--- src/rtl/div_ctrl_pkg.sv ---
// Shared types and constants for the shared-divider controller.
// Latency: n/a (types and constants only).
// Backpressure: n/a.
package div_ctrl_pkg;

  typedef enum logic [1:0] {
    IDLE = 2'd0,
    WAIT = 2'd1,
    RESP = 2'd2
  } state_t;

  localparam int OP1_W = 16;
  localparam int OP2_W = 8;
  localparam int RES_W = 8;

  // Quotient reported for a divide-by-zero when the zero-divisor shortcut is built in
  localparam logic [RES_W-1:0] DIV0_RES = 8'hFF;

endpackage

--- src/rtl/div_share_ctrl_rr_arbiter.sv ---
// Round-robin arbiter: first set request at or above ptr, wrapping past NREQ-1.
// Latency: purely combinational.
// Backpressure: none; the caller decides whether the grant is used.
module rr_arbiter #(
  parameter int NREQ  = 4,
  parameter int IDX_W = $clog2(NREQ)
) (
  input  logic [NREQ-1:0]  req,
  input  logic [IDX_W-1:0] ptr,
  output logic [NREQ-1:0]  grant,
  output logic [IDX_W-1:0] idx,
  output logic             any
);

  // Rotating priority scan starting at ptr; the first hit wins
  always_comb begin
    int j;
    j     = 0;
    grant = '0;
    idx   = '0;
    any   = 1'b0;
    for (int i = 0; i < NREQ; i++) begin
      j = int'(ptr) + i;
      if (j >= NREQ) j = j - NREQ;
      if (!any && req[j]) begin
        any      = 1'b1;
        grant[j] = 1'b1;
        idx      = IDX_W'(j);
      end
    end
  end

endmodule

--- src/rtl/div_share_ctrl.sv ---
// Time-shares one external 16/8 divider between NREQ requesters, one transaction at a time.
// Latency: accept edge to rsp_valid is DIV_LAT+1 cycles (1 cycle for op2==0 with DIV_SHARE_DIV0_EN).
// Backpressure: req_ready is offered only in IDLE; requests are held by clients until accepted.
module div_share_ctrl
  import div_ctrl_pkg::*;
#(
  parameter int NREQ    = 4,
  parameter int DIV_LAT = 2,
  parameter int CNT_W   = 3
) (
  input  logic                  clk,
  input  logic                  rst,
  input  logic [NREQ-1:0]       req_valid,
  input  logic [NREQ*OP1_W-1:0] req_op1,
  input  logic [NREQ*OP2_W-1:0] req_op2,
  output logic [NREQ-1:0]       req_ready,
  output logic [NREQ-1:0]       rsp_valid,
  output logic [RES_W-1:0]      rsp_res,
`ifdef DIV_SHARE_DIV0_EN
  output logic                  rsp_div0,
`endif
  output logic                  busy,
  output logic [OP1_W-1:0]      div_op1,
  output logic [OP2_W-1:0]      div_op2,
  input  logic [RES_W-1:0]      div_res
);

  localparam int IDX_W = $clog2(NREQ);

  state_t           state, state_nxt;
  logic [IDX_W-1:0] rr_ptr, owner, gidx, rr_nxt;
  logic [CNT_W-1:0] cnt;
  logic [NREQ-1:0]  grant;
  logic             gany, accept, div0_hit;
  logic [OP1_W-1:0] win_op1;
  logic [OP2_W-1:0] win_op2;

  rr_arbiter #(.NREQ(NREQ), .IDX_W(IDX_W)) u_arb (
    .req   (req_valid),
    .ptr   (rr_ptr),
    .grant (grant),
    .idx   (gidx),
    .any   (gany)
  );

  // Winner operand select, accept qualification and pointer advance
  always_comb begin
    win_op1   = req_op1[int'(gidx)*OP1_W +: OP1_W];
    win_op2   = req_op2[int'(gidx)*OP2_W +: OP2_W];
    accept    = (state == IDLE) && gany && !rst;
    req_ready = accept ? grant : '0;
    rr_nxt    = (gidx == IDX_W'(NREQ-1)) ? '0 : gidx + 1'b1;
`ifdef DIV_SHARE_DIV0_EN
    div0_hit  = (win_op2 == '0);
`else
    div0_hit  = 1'b0;
`endif
  end

  // State register
  always_ff @(posedge clk) begin
    if (rst) state <= IDLE;
    else     state <= state_nxt;
  end

  // Next-state logic; a zero divisor short-circuits straight to RESP when enabled
  always_comb begin
    state_nxt = state;
    case (state)
      IDLE:    if (accept) state_nxt = div0_hit ? RESP : WAIT;
      WAIT:    if (cnt == '0) state_nxt = RESP;
      RESP:    state_nxt = IDLE;
      default: state_nxt = IDLE;
    endcase
  end

  // Operand/owner capture, hold counter and registered response
  always_ff @(posedge clk) begin
    if (rst) begin
      div_op1   <= '0;
      div_op2   <= '0;
      owner     <= '0;
      rr_ptr    <= '0;
      cnt       <= '0;
      busy      <= 1'b0;
      rsp_valid <= '0;
      rsp_res   <= '0;
`ifdef DIV_SHARE_DIV0_EN
      rsp_div0  <= 1'b0;
`endif
    end else begin
      rsp_valid <= '0;
`ifdef DIV_SHARE_DIV0_EN
      rsp_div0  <= 1'b0;
`endif
      case (state)
        IDLE: if (accept) begin
          div_op1 <= win_op1;
          div_op2 <= win_op2;
          owner   <= gidx;
          cnt     <= CNT_W'(DIV_LAT-1);
          rr_ptr  <= rr_nxt;
          busy    <= 1'b1;
`ifdef DIV_SHARE_DIV0_EN
          if (div0_hit) begin
            rsp_res   <= DIV0_RES;
            rsp_valid <= grant;
            rsp_div0  <= 1'b1;
          end
`endif
        end
        WAIT: begin
          if (cnt == '0) begin
            rsp_res          <= div_res;
            rsp_valid[owner] <= 1'b1;
          end else begin
            cnt <= cnt - 1'b1;
          end
        end
        RESP:    busy <= 1'b0;
        default: busy <= 1'b0;
      endcase
    end
  end

endmodule

--- config.mk ---
export PLATFORM = sky130hd
export DESIGN_NAME = div_share_ctrl
export DESIGN_NICKNAME = d
export VERILOG_FILES = /design/src/rtl/div_ctrl_pkg.sv /design/src/rtl/div_share_ctrl_rr_arbiter.sv /design/src/rtl/div_share_ctrl.sv
export SDC_FILE = /design/constraint.sdc
export NUM_CORES = 1
export LEC_CHECK = 0
export CORE_ASPECT_RATIO = 0.75
export CORE_MARGIN = 10
export CORE_UTILIZATION = 43
export CTS_CLUSTER_SIZE = 16
export DETAILED_ROUTE_END_ITERATION = 6
export HOLD_SLACK_MARGIN = 0.02
export PLACE_DENSITY = 0.81
export SLEW_MARGIN = 20
export SYNTH_ARGS = -nofsm -noshare
export SYNTH_HDL_FRONTEND = slang
export SYNTH_SLANG_ARGS = --single-unit
--- constraint.sdc ---
create_clock -name clk -period 5.2 [get_ports clk]
set_input_delay 1.56 -clock clk [delete_from_list [all_inputs] [get_ports clk]]
set_output_delay 1.56 -clock clk [all_outputs]
set_load 0.01 [all_outputs]
# [After elaboration in Yosys (flattened, before gate mapping)]
# Cells that the tools add are included.
# Widths: inputs -> output; s select.
[word_totals] in_bits=110 register_bits=46 out_inout_bits=41
[classes] eq_ne=5 shift=2 magnitude_cmp=14 mux=48 n_bitwise=5 n_addsub=9 n_reduce_logical=23
[op_table] op="$ge 32x1->1 const B" count=4
[op_table] op="$lt 32x4->1 const B" count=4
[op_table] op="$mux 32" count=4
[op_table] op="$ge 32x4->1 const B" count=3
[op_table] op="$sub 32x4->32 const B" count=3
[op_table] op="$shiftx 64x7->16" count=1
[op_table] op="$shiftx 32x6->8" count=1
[op_table] op="$mux 4" count=5
[op_table] op="$mux 1" count=18
[op_table] op="$mux 2" count=7
[op_table] op="$or 4x4->4" count=3
[op_table] op="$demux 1 s2" count=5
[op_table] op="$logic_and 1x1->1" count=10
[op_table] op="$bmux 1 s2" count=4
[op_table] op="$reduce_and 2->1" count=4
[op_table] op="$add 2x2->3 const B" count=2
[op_table] op="$mux 3" count=2
[op_table] op="$ne 2x2->1 const B" count=3
[op_table] op="$pmux 3 s2" count=1
[op_table] op="$logic_not 1->1" count=4
[op_table] op="$pmux 2 s2" count=1
[op_table] op="$sub 2x3->4 const B" count=1
[op_table] op="$add 2x1->3 const B" count=1
[op_table] op="$ge 2x3->1 const B" count=1
[op_table] op="other kinds (13)" count=14

# [Longest topological paths before layout]
# Gate-level depths: netlist (run 1).
[depth] depth_word=19 ltp_mapped=14

# [Hierarchy]
# A second synthesis (run 1) with hierarchy kept.
[hier_totals] cells_unflattened=268 area_unflattened_um2=2678.8
[modules_own_cells] mod="div_share_ctrl" n_inst=1 cells_per_inst=220 area_each_um2=2218.4
[modules_own_cells] mod="rr_arbiter" n_inst=1 cells_per_inst=48 area_each_um2=460.4

# [Worst setup path after synthesis (run 1)]
# Ideal clock, no wire load.
[synth_timing] kind="input to output" startpoint="input req_valid[2]" endpoint="output req_ready[0]" required_time_ns=3.640 path_stages=8 path_buffers=2 path_slack_ns=0.477 arrival_time_ns=3.163 path_cell_list="mux4_2 nor2b_1 clkbuf_1 clkbuf_1 a22oi_1 a21oi_1 a21oi_1 nor2_1"
[synth_via] elab_chain_len=16 elab_cells_between_ends=32
[synth_lines] element="start, declared" line_no="div_share_ctrl.sv:13" source="input logic [NREQ-1:0] req_valid,"
[synth_lines] element="$bmux 1 s2" line_no="div_share_ctrl_rr_arbiter.sv:25" source="if (!any && req[j]) begin"
[synth_lines] element="$mux 1 (not written as such) (2 in a row)" line_no="div_share_ctrl_rr_arbiter.sv:25"
[synth_lines] element="$mux 1" line_no="div_share_ctrl_rr_arbiter.sv:25"
[synth_lines] element="$logic_not 1->1" line_no="div_share_ctrl_rr_arbiter.sv:25"
[synth_lines] element="$logic_and 1x1->1" line_no="div_share_ctrl_rr_arbiter.sv:25"
[synth_lines] element="$mux 1" line_no="div_share_ctrl_rr_arbiter.sv:25"
[synth_lines] element="$logic_not 1->1" line_no="div_share_ctrl_rr_arbiter.sv:25"
[synth_lines] element="$logic_and 1x1->1" line_no="div_share_ctrl_rr_arbiter.sv:25"
[synth_lines] element="$mux 1" line_no="div_share_ctrl_rr_arbiter.sv:25"
[synth_lines] element="$logic_not 1->1" line_no="div_share_ctrl_rr_arbiter.sv:25"
[synth_lines] element="$logic_and 1x1->1" line_no="div_share_ctrl_rr_arbiter.sv:25"
[synth_lines] element="$mux 1" line_no="div_share_ctrl_rr_arbiter.sv:25"
[synth_lines] element="$logic_and 1x1->1 (2 in a row)" line_no="div_share_ctrl.sv:50" source="accept = (state == IDLE) && gany && !rst;"
[synth_lines] element="$mux 4 (*)" line_no="div_share_ctrl.sv:51" source="req_ready = accept ? grant : '0;"
[synth_lines] element="end, declared" line_no="div_share_ctrl.sv:16" source="output logic [NREQ-1:0] req_ready,"
# Every way passes the cells marked *; elsewhere a longest branch is shown, timed or not. The select of a mux whose other input is x is not followed.

# [Worst setup path after layout (run 1)]
[layout_timing] startpoint="input req_valid[1]" endpoint="output req_ready[1]"
# Same word-level chain as after synthesis.

==> results of run 1 <==
## cells in the mapped netlist (2+ instances only)
master and instances:
o21ai_0 14, mux2_2 3, o22ai_1 2, o21ai_1 12, and3b_1 2, ha_1 8, a22oi_1 27, mux2i_1 4
nor2_1 28, o221a_1 8, nor4_1 3, buf_4 3, a31oi_1 2, dfxtp_1 46, nor3b_1 2, a221oi_1 23
buf_2 11, nand4_1 2, inv_1 7, o221a_2 15, o311ai_1 2, nor2b_1 3, nor3_1 4, clkbuf_1 32
nand2b_1 6, or4_1 2, and3_1 25, nand2_1 76, mux4_2 2, a21oi_1 66, nand3_1 24, or3_1 2
## through the flow
stage	setup TNS, ps	util	area [um2]	std cells	setup WS, ps
detailed placement	-321	0.654	5180	719	-87.9
finish	0	0.671	5310	728	120
global route	0	0.671	5310	728	41.0
CTS	0	0.668	5290	727	143
global placement	-30.7	0.654	5180	719	-13.6
floorplan	0	-	3510	483	477
## timing repair
item | CTS | global route
hold endpoints to repair | 0 | 0
resized for setup | 5 | 0
setup endpoints to repair | 4 | 0
## registers in the layout, summed over array words and instances (netlist names)
name       flops
div_op1       16
div_op2        8
rsp_res        8
rsp_valid      4
cnt            3
owner          2
rr_ptr         2
state          2
busy           1
## critical path, cell delays in order
cell	delay (ps)
clkdlybuf4s50_1	420
buf_4	150
mux4_2	480
nor2b_4	160
a22oi_1	150
a21oi_1	100
a21oi_1	150
nor2_1	60
dlygate4sd2_1	280
## final timing paths
check / from / to / slack (ps) / cells past startpoint
min: rsp_res[0]$_SDFFE_PP0P_ / rsp_res[0]$_SDFFE_PP0P_ / 460 / 2
max reg2reg: rr_ptr[1]$_SDFFE_PP0P_ / div_op1[11]$_SDFFE_PP0P_ / 1770 / 9
max: req_valid[1] / req_ready[1] / 120 / 9
min reg2reg: rsp_res[0]$_SDFFE_PP0P_ / rsp_res[0]$_SDFFE_PP0P_ / 460 / 2
## routing by layer
metal / GRT usage / vias to the layer above / wire [um]
met5: 0 / - / 0
met4: 0.0777 / 0 / 412
met3: 0.0340 / 26 / 1020
met2: 0.361 / 223 / 7030
met1: 0.283 / 2144 / 6200
li1: - / 2098 / -
## kinds of logic (layout without fill, tap and decap cells)
| group | count (synthesis) | after routing | synth area share |
|---|---|---|---|
| AOI/OAI and AO/OA | 183 | 183 | 0.364 |
| and+or+nand+nor | 182 | 182 | 0.244 |
| buffers and inverters | 54 | 194 | 0.0649 |
| DFF | 46 | 46 | 0.262 |
| muxes | 9 | 9 | 0.0339 |
| adders and majority gates | 8 | 8 | 0.0285 |
| xor gates and xnor gates | 1 | 1 | 0.00250 |
## layout make-up
cell class                      count  share of cell area
Multi-Input combinational cell    383               0.451
Inverter                            7             0.00495
Clock buffer                        6              0.0137
Clock inverter                      2             0.00707
Tap cell                          105              0.0247
Timing Repair Buffer              179               0.325
Sequential cell                    46               0.173
## where the power goes
part           switching [mW]  internal [mW]
registers              0.0473          0.431
logic                   0.838          0.637
clock network           0.130          0.144
total                    1.02           1.21
==> results.md, run 1 <==
- CTS H-tree depth: 2
- Final Hold Viols: 0
- Clock Tree Buf Depth: 2
- Number of synthesized flops with an enable pin: 0
- Critical path class: primary input to output port
- RSZ-0062 raised after global routing: no
- Sequential-to-total area share from yosys stat: 0.262
- DP Wirelength: 10500 um
- Area of the die: 0.0122 mm2
- Final Max Tran Viols: 0
- Core box area: 0.00792 mm2
- Final min period: 5080 ps
- Worst skew pair latency: 300 ps
- Drt pass-1 iters: 7
- Leak pwr: 1.98 nW
- Largest net degree at the start of global routing: 48
- Total CTS buffers: 5
- Status: finished, final reports clean
- Crit share post-route: 0.977
- Max_cap viols: 0
- Remaining DRCs: 0
- Post-DRT Antenna Nets: 0
- Num rows: 28
- Wire length per cell: 20.1 um
- Cell Area, Synth: 0.00351 mm2
- Post-CTS setup buffer count: 0
- Final Skew: 9.34 ps
- Worst-Margin Slew: 842 ps
- Synth-to-Final Area Change: 51.2%
- Initial Utilization: 0.443
- Synth async-reset ratio: 0
- Gpl congestion: 0.905
- Layout cell share with drive strength beyond 1: 0.0979
- Max IR drop VDD: 636 uV
- Gate Count Post-Synth: 483
- GRT Total Usage: 0.219
- # hold bufs at CTS: 0
- Crit path arrival time: 3520 ps
- Ys flop type: dfxtp_1
- CP startpoint kind: primary input
- Fmax: 197 MHz
- Final setup violation count: 0
- Hold WC Path Type: flip-flop to flip-flop
- Commonest non-fill, non-tap cells in the layout: 146 x clkdlybuf4s50_1, 76 x nand2_1, 66 x a21oi_1
- FF+latch count, synth: 46
- Root Buffer: clkbuf_8
- Final wirelength: 14700 um
- Vias per inst: 6.17
- Clock Sinks: 46
- ANT cells: 0
- CP Data Required Time: 3640 ps
- Pwr Density: 419 mW/mm2
- Crit end category: output port
- Post-synth top area share: 0.262
- Area of the multi-input gates: 0.00239 mm2
- Final hold slack: 458 ps
- Net Count, Synth: 601
- Most common cell after layout, fill and taps aside: clkdlybuf4s50_1
- DR iter-0 viols: 554
- Number of port buffers: 150
- Warnings, synthesis: 0
- CTS tree: built
- Chip Height: 98.3 um
- Global route overflow: 0
- Relative slew slack: 0.437
- Register area: 921 um2
- CTS clk-pin slew, worst paths: 90 ps
- Vias: 4491
- Syn_area_per_cell: 7.27 um2
- Overall power: 2.23 mW
- Fin nets: 740
- Vias in the first global route: 4206
- Crit Path Max Fanout: 5
- Die X: 124 um
- Antenna violations before repair: 0
- Top area cells in the synthesized netlist: dfxtp_1 26%, a21oi_1 9.4%, nand2_1 8.1%, a22oi_1 5.8%, a221oi_1 5.7%
- FILL cells: 691
- First-pass GRT wire length: 23000 um
- Count of different cell masters after synthesis: 49
- I/O pins: 151
- Area leader, netlist: dfxtp_1
No activity file was read; power rests on OpenSTA's default activity.
==> run 2: changes to the inputs <==
SETUP_SLACK_MARGIN = 0.5   (was not set)
==> run 2 against run 1 <==
Against the previous run:
- combinational power increased by 3%
- worst hold slack got worse by 1.8 ps
- register-to-register slack got worse by 90 ps
- utilization increased by 0.44 points
- routed wire length decreased by 1.3%
==> results.md, run 2 (synthesis results as in run 1) <==
- Num rows: 28
- Area of the multi-input gates: 0.00241 mm2
- I/O pins: 151
- Internal power: 1.19 mW
- Share of power burned in registers: 0.215
- Vias per inst: 6.05
- Core box area: 0.00792 mm2
- Post-DRT Antenna Nets: 0
- Fin area: 0.00535 mm2
- Leak pwr: 2.01 nW
- Reg2reg end: div_op1[11]$_SDFFE_PP0P_
- Commonest non-fill, non-tap cells in the layout: 142 x clkdlybuf4s50_1, 76 x nand2_1, 66 x a21oi_1
- Number of port buffers: 150
- Clock power frac: 0.096
- CP startpoint kind: primary input
- Clock Sinks: 46
- Relative slew slack: 0.447
- Remaining DRCs: 0
- Largest registers: div_op1 (16), div_op2 (8), rsp_res (8)
- Switch Pwr: 1.02 mW
- Final WS setup: 567 ps
- Max reg flops: 16
- Crit path arrival time: 3070 ps
- Register area: 921 um2
- Crit share post-route: 0.891
- Biggest register: div_op1
- Status: finished, final reports clean
- Logic pwr share: 0.689
- Crit end category: output port
- FILL cells: 673
- Total CTS buffers: 5
- CTS tree: built
- Vias: 4440
- CP Data Required Time: 3640 ps
- Clock Tree Buf Depth: 2
- Initial Utilization: 0.443
- Final Hold Viols: 0
- FF-to-FF path depth: 11
- DR iter-0 viols: 489
- Die X: 124 um
- Highest Signal Layer: met4
- Hold WC Path Type: flip-flop to flip-flop
- Layout cell share with drive strength beyond 1: 0.126
- WL met3: 772 um
- Most common cell after layout, fill and taps aside: clkdlybuf4s50_1
- Dpl ws: -42.6 ps
- CTS H-tree depth: 2
- CP delay by family, top: buffers and inverters
- Slowest CP cell: mux4_2
- Area of the die: 0.0122 mm2
- Largest net degree at the start of global routing: 48
- Most frequent CP cell: a21oi_1
- Crit Path Max Fanout: 5
- Max_cap viols: 0
- Wire length per cell: 19.7 um
- Chip Height: 98.3 um
- CTS clk-pin slew, worst paths: 80 ps
- Drt pass-1 iters: 5
- Max IR drop VDD: 361 uV
- Pwr Density: 413 mW/mm2
- Metal2 WL: 6970 um
- Global route overflow: 0
- Final Max Tran Viols: 0
- Final hold slack: 457 ps
- Fmax: 216 MHz
- DP Wirelength: 10400 um
- M1 wire length: 6410 um
- Hold Crit Start: rsp_res[6]$_SDFFE_PP0P_
- ANT cells: 0
- Final Skew: 8.63 ps
- Worst path bufs/invs: 3
- # hold bufs at CTS: 0
- Crit path largest cell delay: 460 ps
- Final setup violation count: 0
- Sw Share: 0.462
- Worst-Margin Slew: 827 ps
- Synth-to-Final Area Change: 52.2%
- Crit-path cells: clkdlybuf4s15_1 > buf_6 > mux4_2 > nor2b_4 > a22oi_1 > a21oi_1 > a21oi_1 > nor2_1 > buf_2
- Final wirelength: 14500 um
- Reg2reg setup slack: 1680 ps
- Reg2reg start: rr_ptr[1]$_SDFFE_PP0P_
- RSZ-0062 raised after global routing: no
- Fin nets: 747
- Dpl cell area: 0.00522 mm2
- Hold EP: rsp_res[6]$_SDFFE_PP0P_
- First-pass GRT wire length: 22500 um
- Vias in the first global route: 4195
- Final min period: 4630 ps
- Worst skew pair latency: 300 ps
- Overall power: 2.21 mW
- Gpl congestion: 0.867
- Root Buffer: clkbuf_8
- GRT Total Usage: 0.213
- Antenna violations before repair: 0
- Critical path class: primary input to output port
- Hold depth: 2
[run 2: power groups by stage]
stage,logic (mW),clock network (mW),registers (mW)
6_report,1.52,0.212,0.475
3_5_place_dp,1.46,0,0.482
2_1_floorplan,0.912,0,0.510
4_1_cts,1.47,0.212,0.475
3_3_place_gp,1.43,0,0.480
5_1_grt,1.65,0.226,0.484
[run 2: worst max-delay path by stage]
stage | start | end | slack, ps | cells after the start
global route | req_valid[3] | req_ready[3] | 500 | 9
CTS | req_valid[1] | req_ready[1] | 510 | 9
detailed placement | req_valid[2] | req_ready[2] | -40 | 9
floorplan | req_valid[1] | req_ready[0] | 560 | 9
global placement | req_valid[0] | req_ready[0] | -4 | 9
finish | req_valid[3] | req_ready[3] | 570 | 9
[run 2: worst min-delay path, cell delays in order, from the launching register on]
cell,delay (ps)
dfxtp_1,310
nand2_1,50
a21oi_1,50
[run 2: layout make-up]
type                            instances  area share
Multi-Input combinational cell        383       0.451
Timing Repair Buffer                  186       0.332
Sequential cell                        46       0.172
Tap cell                              105      0.0246
Clock buffer                            5      0.0129
Inverter                                7     0.00492
Clock inverter                          2     0.00187
[run 2: metal layers]
metal	track usage	vias up
met4	0.0581	0
met1	0.271	2127
li1	-	2113
met2	0.362	172
met5	0	-
met3	0.0357	28
[run 2: per-stage QoR]
step                TNS (ps)  instances   util
floorplan                  0        483      -
global placement       -5.25        723  0.659
detailed placement      -145        723  0.659
CTS                        0        731  0.670
global route               0        734  0.675
finish                     0        734  0.675
[run 2: timing repair]
action,4_1_cts,5_1_grt
pin swaps,2,6
setup endpoints to repair,4,4
cloned,0,0
hold endpoints to repair,0,0
gates resized for setup,25,11
buffers inserted,1,2
==> run 3: changes to the inputs <==
ABC_CLOCK_PERIOD_IN_PS = 3900   (was not set)
CORE_UTILIZATION = 39   (was 43)
PLACE_DENSITY = 0.78   (was 0.81)
clock period = 3.9 ns   (was 5.2 ns; I/O delays follow)
==> run 3 against run 2 <==
Against the previous run:
- via count grew 0.77%
- final cell count grew 0.27%
- worst setup slack lost 450 ps
- combinational power grew 38%
- clock-buffer cell count grew 1
- routed wire length shrank 0.39%
- global-route usage shrank 1.3 points
- clock skew shrank 2.6 ps
- cell area grew 2.3%
==> results.md, run 3 (synthesis results as in run 1) <==
- Area of the multi-input gates: 0.00245 mm2
- Leak pwr: 2.04 nW
- Largest registers: div_op1 (16), div_op2 (8), rsp_res (8)
- Crit end category: output port
- First-pass GRT wire length: 22000 um
- Fmax: 264 MHz
- Most common cell after layout, fill and taps aside: clkdlybuf4s50_1
- DP Wirelength: 10500 um
- Num rows: 29
- Synth-to-Final Area Change: 55.7%
- Remaining DRCs: 0
- Number of port buffers: 150
- ANT cells: 0
- Worst-Margin Slew: 1080 ps
- Final WS setup: 119 ps
- Relative slew slack: 0.281
- Dpl ws: -655 ps
- Biggest register: div_op1
- Setup TNS: 0 ps
- Max IR drop VDD: 416 uV
- DR iter-0 viols: 325
- Drt pass-1 iters: 5
- Vias: 4474
- Worst skew pair latency: 280 ps
- # hold bufs at CTS: 0
- Final min period: 3780 ps
- Final Hold Viols: 0
- Clock Tree Buf Depth: 2
- Crit path largest cell delay: 490 ps
- Clock Sinks: 46
- Final Max Tran Viols: 0
- Max reg flops: 16
- CTS H-tree depth: 2
- Vias in the first global route: 4381
- CP Data Required Time: 2730 ps
- Final Skew: 6.01 ps
- Final setup violation count: 0
- Hold WC Path Type: flip-flop to flip-flop
- Crit share post-route: 0.969
- Max_cap viols: 0
- GRT Total Usage: 0.199
- I/O pins: 151
- Commonest non-fill, non-tap cells in the layout: 142 x clkdlybuf4s50_1, 76 x nand2_1, 59 x a21oi_1
- Critical path class: primary input to output port
- Die X: 130 um
- Fin nets: 747
- CP startpoint kind: primary input
- Chip Height: 102 um
- Initial Utilization: 0.408
- Total CTS buffers: 5
- RSZ-0062 raised after global routing: yes
- Post-DRT Antenna Nets: 0
- Final wirelength: 14400 um
- FILL cells: 746
- Pwr Density: 578 mW/mm2
- Crit path arrival time: 2610 ps
- CTS tree: built
- Layout cell share with drive strength beyond 1: 0.142
- Area of the die: 0.0132 mm2
- Crit Path Max Fanout: 5
- Crit-path cells: buf_6 > buf_6 > mux4_2 > nor2b_4 > a22oi_2 > a21oi_2 > a21oi_2 > nor2_1 > buf_2
- Largest net degree at the start of global routing: 48
- Vias per inst: 6.08
- Antenna violations before repair: 0
- Gpl congestion: 0.841
- CTS clk-pin slew, worst paths: 60 ps
- Global route overflow: 0
- Register area: 922 um2
- Core box area: 0.00860 mm2
- Status: finished, final reports clean
- Slowest CP cell: mux4_2
- Root Buffer: clkbuf_16
- Wire length per cell: 19.6 um
## run 3: cell count changes in the layout (fill, tap and decap cells not counted), sizes merged
| cell | before | now |
|---|---|---|
| clkinv | 2 | 0 |
| buf | 40 | 44 |
| clkbuf | 8 | 6 |
| clkdlybuf4s15 | 1 | 0 |
## run 3: worst max-delay path: cells and delay by family
kind | cells | cell delay [ps]
AO/OA/AOI/OAI | 3 | 380
buffers and inverters | 3 | 340
multiplexers | 1 | 490
AND/OR/NAND/NOR | 2 | 220
## run 3: final cells by class
cell class / instances / share of cell area
Inverter: 7 / 0.00481
Timing Repair Buffer: 186 / 0.329
Clock buffer: 6 / 0.0254
Tap cell: 108 / 0.0247
Multi-Input combinational cell: 383 / 0.448
Sequential cell: 46 / 0.169
## run 3: timing repair
| item | CTS | global route |
|---|---|---|
| setup endpoints to repair | 29 | 4 |
| endpoints found under the hold margin | 0 | 0 |
| gates resized for setup | 42 | 7 |
| pin swaps | 6 | 5 |
| setup buffers | 2 | 1 |
## run 3: path summary, 6_finish.rpt
kind,start,end,slack (ps),cells after the start
max,req_valid[1],req_ready[0],120,9
min,rsp_res[2]$_SDFFE_PP0P_,rsp_res[2]$_SDFFE_PP0P_,460,2
max reg2reg,rr_ptr[1]$_SDFFE_PP0P_,div_op1[15]$_SDFFE_PP0P_,830,10
min reg2reg,rsp_res[2]$_SDFFE_PP0P_,rsp_res[2]$_SDFFE_PP0P_,460,2
## run 3: report_power, final
group,internal [mW],leakage [nW],total [mW],switching (mW)
clock network,0.248,0.0688,0.418,0.170
logic,0.935,1.59,2.10,1.17
registers,0.577,0.378,0.638,0.0612
total,1.76,2.04,3.16,1.40
## run 3: metal layers
| metal | GRT usage | up-vias | routed length, um |
|---|---|---|---|
| li1 | - | 2114 | - |
| met1 | 0.249 | 2130 | 5860 |
| met2 | 0.334 | 201 | 7090 |
| met3 | 0.0435 | 29 | 1080 |
| met4 | 0.0681 | 0 | 370 |
| met5 | 0 | - | 0 |
## run 3: stage by stage
step                      power [mW]  cells  cell area, um2  utilization  hold WS, ps
after floorplan                 1.96    483            3590            -          429
after global placement          2.63    727            5280        0.614          444
after detailed placement        2.68    727            5280        0.614          449
after CTS                       3.11    735            5430        0.632          457
after global routing            3.38    736            5470        0.636          477
final                           3.16    736            5470        0.636          456
==> variant 1: new RTL, settings of run 1 <==
Encoding of `state_t`: now one-hot (3 bits for 3 states).
--- a/src/rtl/div_ctrl_pkg.sv
+++ b/src/rtl/div_ctrl_pkg.sv
@@ -3,10 +3,10 @@
 // Backpressure: n/a.
 package div_ctrl_pkg;
 
-  typedef enum logic [1:0] {
-    IDLE = 2'd0,
-    WAIT = 2'd1,
-    RESP = 2'd2
+  typedef enum logic [2:0] {
+    IDLE = 3'b001,
+    WAIT = 3'b010,
+    RESP = 3'b100
   } state_t;
 
   localparam int OP1_W = 16;
Formal check against the unedited RTL: same outputs for any inputs over 10 cycles, from zero or initial values and one cycle with rst high; not proved beyond that.
==> variant 1 against run 1 <==
Sequential share of layout area is 2.4 points higher. Setup slack better by 33 ps. Critical endpoint is now req_ready[2]. Power is 6.2% lower. Cell area is 10% lower. Routed wire length is 21% lower. Final cell count is 19% lower. Synthesized cell count is 24% lower. Critical path type unchanged. Sequential cell count is 1 higher. Register-to-register slack worse by 130 ps. Area after synthesis is 14% lower.
==> variant 1: results (changes against run 1) <==
** Outcome
- Outcome :: finished, final reports clean

** Timing
- The worst-case clock skew came to 3.05 ps (-6.29 ps).

** Finish
- Number of fillers in the final layout :: 572 (-17%)
- The fraction of layout cells with a size suffix above 1 was 0.0766 (-0.0213).
- The net count of the finished layout is 625 (-16%).

** Synthesis
- The post-synthesis sequential area ratio came to 0.311 (+0.0487).
- The portion of netlist area occupied by mux cells came to 0.135 (+0.101).
- By area the synthesized netlist is led by sky130_fd_sc_hd__dfxtp_1, sky130_fd_sc_hd__o221ai_1, sky130_fd_sc_hd__mux2i_1.
- Number of library cell types mapped by synthesis :: 50 (+2.0%)
- The net count after synthesis was 483 (-20%).
- After synthesis, the most frequently instantiated cells are sky130_fd_sc_hd__nand2_1, sky130_fd_sc_hd__o221ai_1, sky130_fd_sc_hd__dfxtp_1.
- The adder-cell area share of the yosys netlist is 0.0289 (+0.000439).
- Post-synthesis xor/xnor area fraction :: 0.00289 (+0.000400)
- Post-synthesis compound-gate area fraction :: 0.211 (-0.153)

** Setup path
- The delay of the slowest cell on the worst path was 540 ps (+60 ps).
- Library cell contributing the largest single delay on the critical path :: sky130_fd_sc_hd__clkdlybuf4s50_1
- The arrival time reported for the critical path endpoint came to 3490 ps (-30 ps).
- Max Fanout on Critical Path :: 4 (-1)
- Depth of the most critical reg-to-reg path :: 10 (+1)

** Global routing
- Vias in the first global route :: 3406 (-19%)
- The global-route wire length before repair was 17.9 mm (-22%).
- The overall routing resource usage is 0.203 (-0.0157).
- The pin count of the biggest net entering global routing came to 39 (-19%).
- The global-route met2 utilization came to 0.333 (-0.0275).
- GRT met3 Usage :: 0.0625 (+0.0285)

** Detailed routing
- The via-per-instance ratio was 5.74 (-6.9%).
- Number of detailed-route iterations in the first pass :: 5 (-2)
- The number of design-rule violations left by the first detailed-router iteration was 249 (-55%).
- The final wirelength is 11.5 mm (-21%).
- Routed metal-1 wirelength :: 4.64 mm (-25%)
- The met2 wirelength from detailed routing came to 5.74 mm (-18%).

** Placement
- The placer's final routability congestion estimate came to 0.915 (+1.1%).
- The placed wire-length estimate is 8.72 mm (-17%).
- Area after detailed placement :: 0.00464 mm2 (-10%)

** Power
- The worst-case vdd ir drop came to 227 uV (-64%).
- Leak :: 2.01 nW (+1.5%)
- P_int :: 1.24 mW (+2.3%)
==> variant 1: changes by cell type in the layout (fill, tap and decap cells not counted), sizes merged, moves of 18 or more <==
| cell | delta |
|---|---|
| o21ai | -22 |
| o221ai | +48 |
| a221oi | -18 |
| mux2i | +29 |
| a21oi | -64 |
| a22oi | -23 |
| o221a | -23 |
| nand3 | -20 |
==> variant 1: what timing repair did <==
item                                    in CTS  in global routing
endpoints found under the hold margin        0                  0
hold buffers                                 0                  0
setup buffers                                0                  0
gates resized for setup                      6                  0
endpoints found under the setup margin       4                  0
==> variant 1: per-stage QoR <==
| stage | std cells | TNS, ps | hold WS (ps) | setup slack [ps] |
|---|---|---|---|---|
| floorplan | 366 | 0 | 429 | 807 |
| CTS | 593 | 0 | 470 | 159 |
| finish | 593 | 0 | 467 | 153 |
| global placement | 584 | -388 | 446 | -99.3 |
| global route | 593 | 0 | 495 | 7.88 |
| detailed placement | 585 | -504 | 447 | -129 |
==> variant 1: power by group through the flow <==
stage	Combinational [mW]	Sequential (mW)	Clock [mW]
floorplan	0.721	0.558	0
global placement	1.19	0.524	0
global route	1.34	0.535	0.341
CTS	1.25	0.521	0.326
finish	1.24	0.523	0.322
detailed placement	1.25	0.526	0
==> variant 1: final cells by class <==
type                    count  area, um2  share of cell area
clock inverters             2       60.1              0.0126
multi-input cells         281       1920               0.402
repair buffers            167       1660               0.347
flip-flops and latches     47        941               0.197
clock buffers               6       72.6              0.0152
inverters                   6       22.5             0.00472
well taps                  84        105              0.0220
==> variant 1: path summary, 6_finish.rpt <==
check	from	to
worst max-delay path	req_valid[2]	req_ready[2]
worst min-delay path	div_op1[10]	div_op1[10]
worst max register to register	rr_ptr[1]	div_op1[7]
worst min register to register	div_op1[10]	div_op1[10]
==> variant 2: new RTL, config.mk and constraints of run 1 <==
Without the edit above. Change the parameter `CNT_W` from 3 to 6.
--- a/src/rtl/div_share_ctrl.sv
+++ b/src/rtl/div_share_ctrl.sv
@@ -6,7 +6,7 @@
 #(
   parameter int NREQ    = 4,
   parameter int DIV_LAT = 2,
-  parameter int CNT_W   = 3
+  parameter int CNT_W   = 6
 ) (
   input  logic                  clk,
   input  logic                  rst,
Formal check against the unedited RTL: same outputs for any inputs over 10 cycles, from zero or initial values and one cycle with rst high; that may be too few to reach the edited logic, so the function may still have changed.
==> variant 2 against run 1 <==
Count of clock-buffer cells in the layout is 1 lower. Power is 2.9% lower. Combinational power is 8% lower. Area after synthesis is 11% lower. Setup slack worse by 21 ps. Routed wire length is 24% lower. Cell area is 9.8% lower. Clock skew is 3.3 ps higher. Utilization is 1.7 points higher. Sequential cell count is 3 higher. Critical path type unchanged.
==> variant 2: results (changes against run 1) <==
** Outcome
- The flow ran to the end, and the final reports show no timing, DRC or antenna violations.

** Detailed routing
- The wire length on met3 is 700 um (-31%).
- Number of violations reported at the end of detailed-routing iteration 0 :: 203 (-63%)
- Met2 wire length :: 5.45 mm (-22%)
- Number of detailed-route iterations in the first pass :: 4 (-3)

** Global routing
- The global-route wire length before repair was 17.6 mm (-24%).
- The global-route met2 utilization is 0.325 (-0.0355).
- The global-route met3 utilization is 0.0577 (+0.0236).
- Vias in the first global route :: 3375 (-20%)

** Setup path
- The arrival time reported for the critical path endpoint came to 3540 ps (+20 ps).
- The number of cells on the worst reg-to-reg path came to 12 (+3).

** Power
- The internal power of the cells came to 1.22 mW (+0.57%).
- NetSw :: 944 uW (-7.1%)
- Leak :: 1.85 nW (-6.4%)

** Synthesis
- Net count after synthesis :: 470 (-22%)
- Synth Area in Adders :: 0.0319 (+0.00340)
- The complex-gate fraction of the synthesized area was 0.242 (-0.121).
- Cell count after synthesis :: 352 (-27%)
- The portion of netlist area occupied by mux cells came to 0.136 (+0.103).
- The post-synthesis sequential area ratio was 0.313 (+0.0504).

** Worst hold path
- The worst hold path begins at cnt[0].

** Placement
- Area after detailed placement :: 0.00465 mm2 (-10%)
- The placed wire-length estimate came to 8.48 mm (-19%).
- The placed cell count is 587 (-18%).
- The placer's final routability congestion estimate came to 0.859 (-5.1%).

** Finish
- Fraction of final layout cells with drive strength greater than 1 :: 0.0998 (+0.00189)
variant 2: cell types whose count changed in the layout (fill, tap and decap cells not counted), sizes merged, moves of 5 or more:
cell | before | now
o21ai | 27 | 33
a211o | 0 | 24
nor2 | 28 | 36
a22oi | 27 | 5
mux2i | 4 | 36
a221oi | 23 | 4
nand2b | 6 | 1
o221a | 23 | 0
buf | 29 | 20
nand2 | 76 | 30
o211ai | 2 | 24
a21oi | 66 | 3
and3 | 25 | 1
variant 2: area by class of cell:
class	count	area (um2)
multi-input cells	268	1920
repair buffers	170	1650
flip-flops and latches	49	981
inverters	6	22.5
clock buffers	5	68.8
clock inverters	3	22.5
well taps	98	123
fillers	582	2170
variant 2: through the flow:
| step | setup TNS (ps) | setup slack, ps |
|---|---|---|
| 2_1_floorplan | 0 | 770 |
| 3_3_place_gp | -122 | -33.6 |
| 3_5_place_dp | -465 | -138 |
| 4_1_cts | 0 | 12.9 |
| 5_1_grt | 0 | 25.2 |
| 6_report | 0 | 98.5 |
variant 2: worst max-delay path: stages:
cell,delay [ps]
sky130_fd_sc_hd__clkdlybuf4s50_1,440
sky130_fd_sc_hd__mux4_2,490
sky130_fd_sc_hd__nor2b_4,150
sky130_fd_sc_hd__buf_4,140
sky130_fd_sc_hd__a22oi_1,170
sky130_fd_sc_hd__nor2_1,90
sky130_fd_sc_hd__a221oi_2,190
sky130_fd_sc_hd__nor2_1,70
sky130_fd_sc_hd__clkdlybuf4s15_1,240
variant 2: final timing paths:
path	end	slack, ps
worst max-delay path	req_ready[1]	100
worst min-delay path	cnt[0]	480
worst max register to register	rr_ptr[0]	1810
worst min register to register	cnt[0]	480
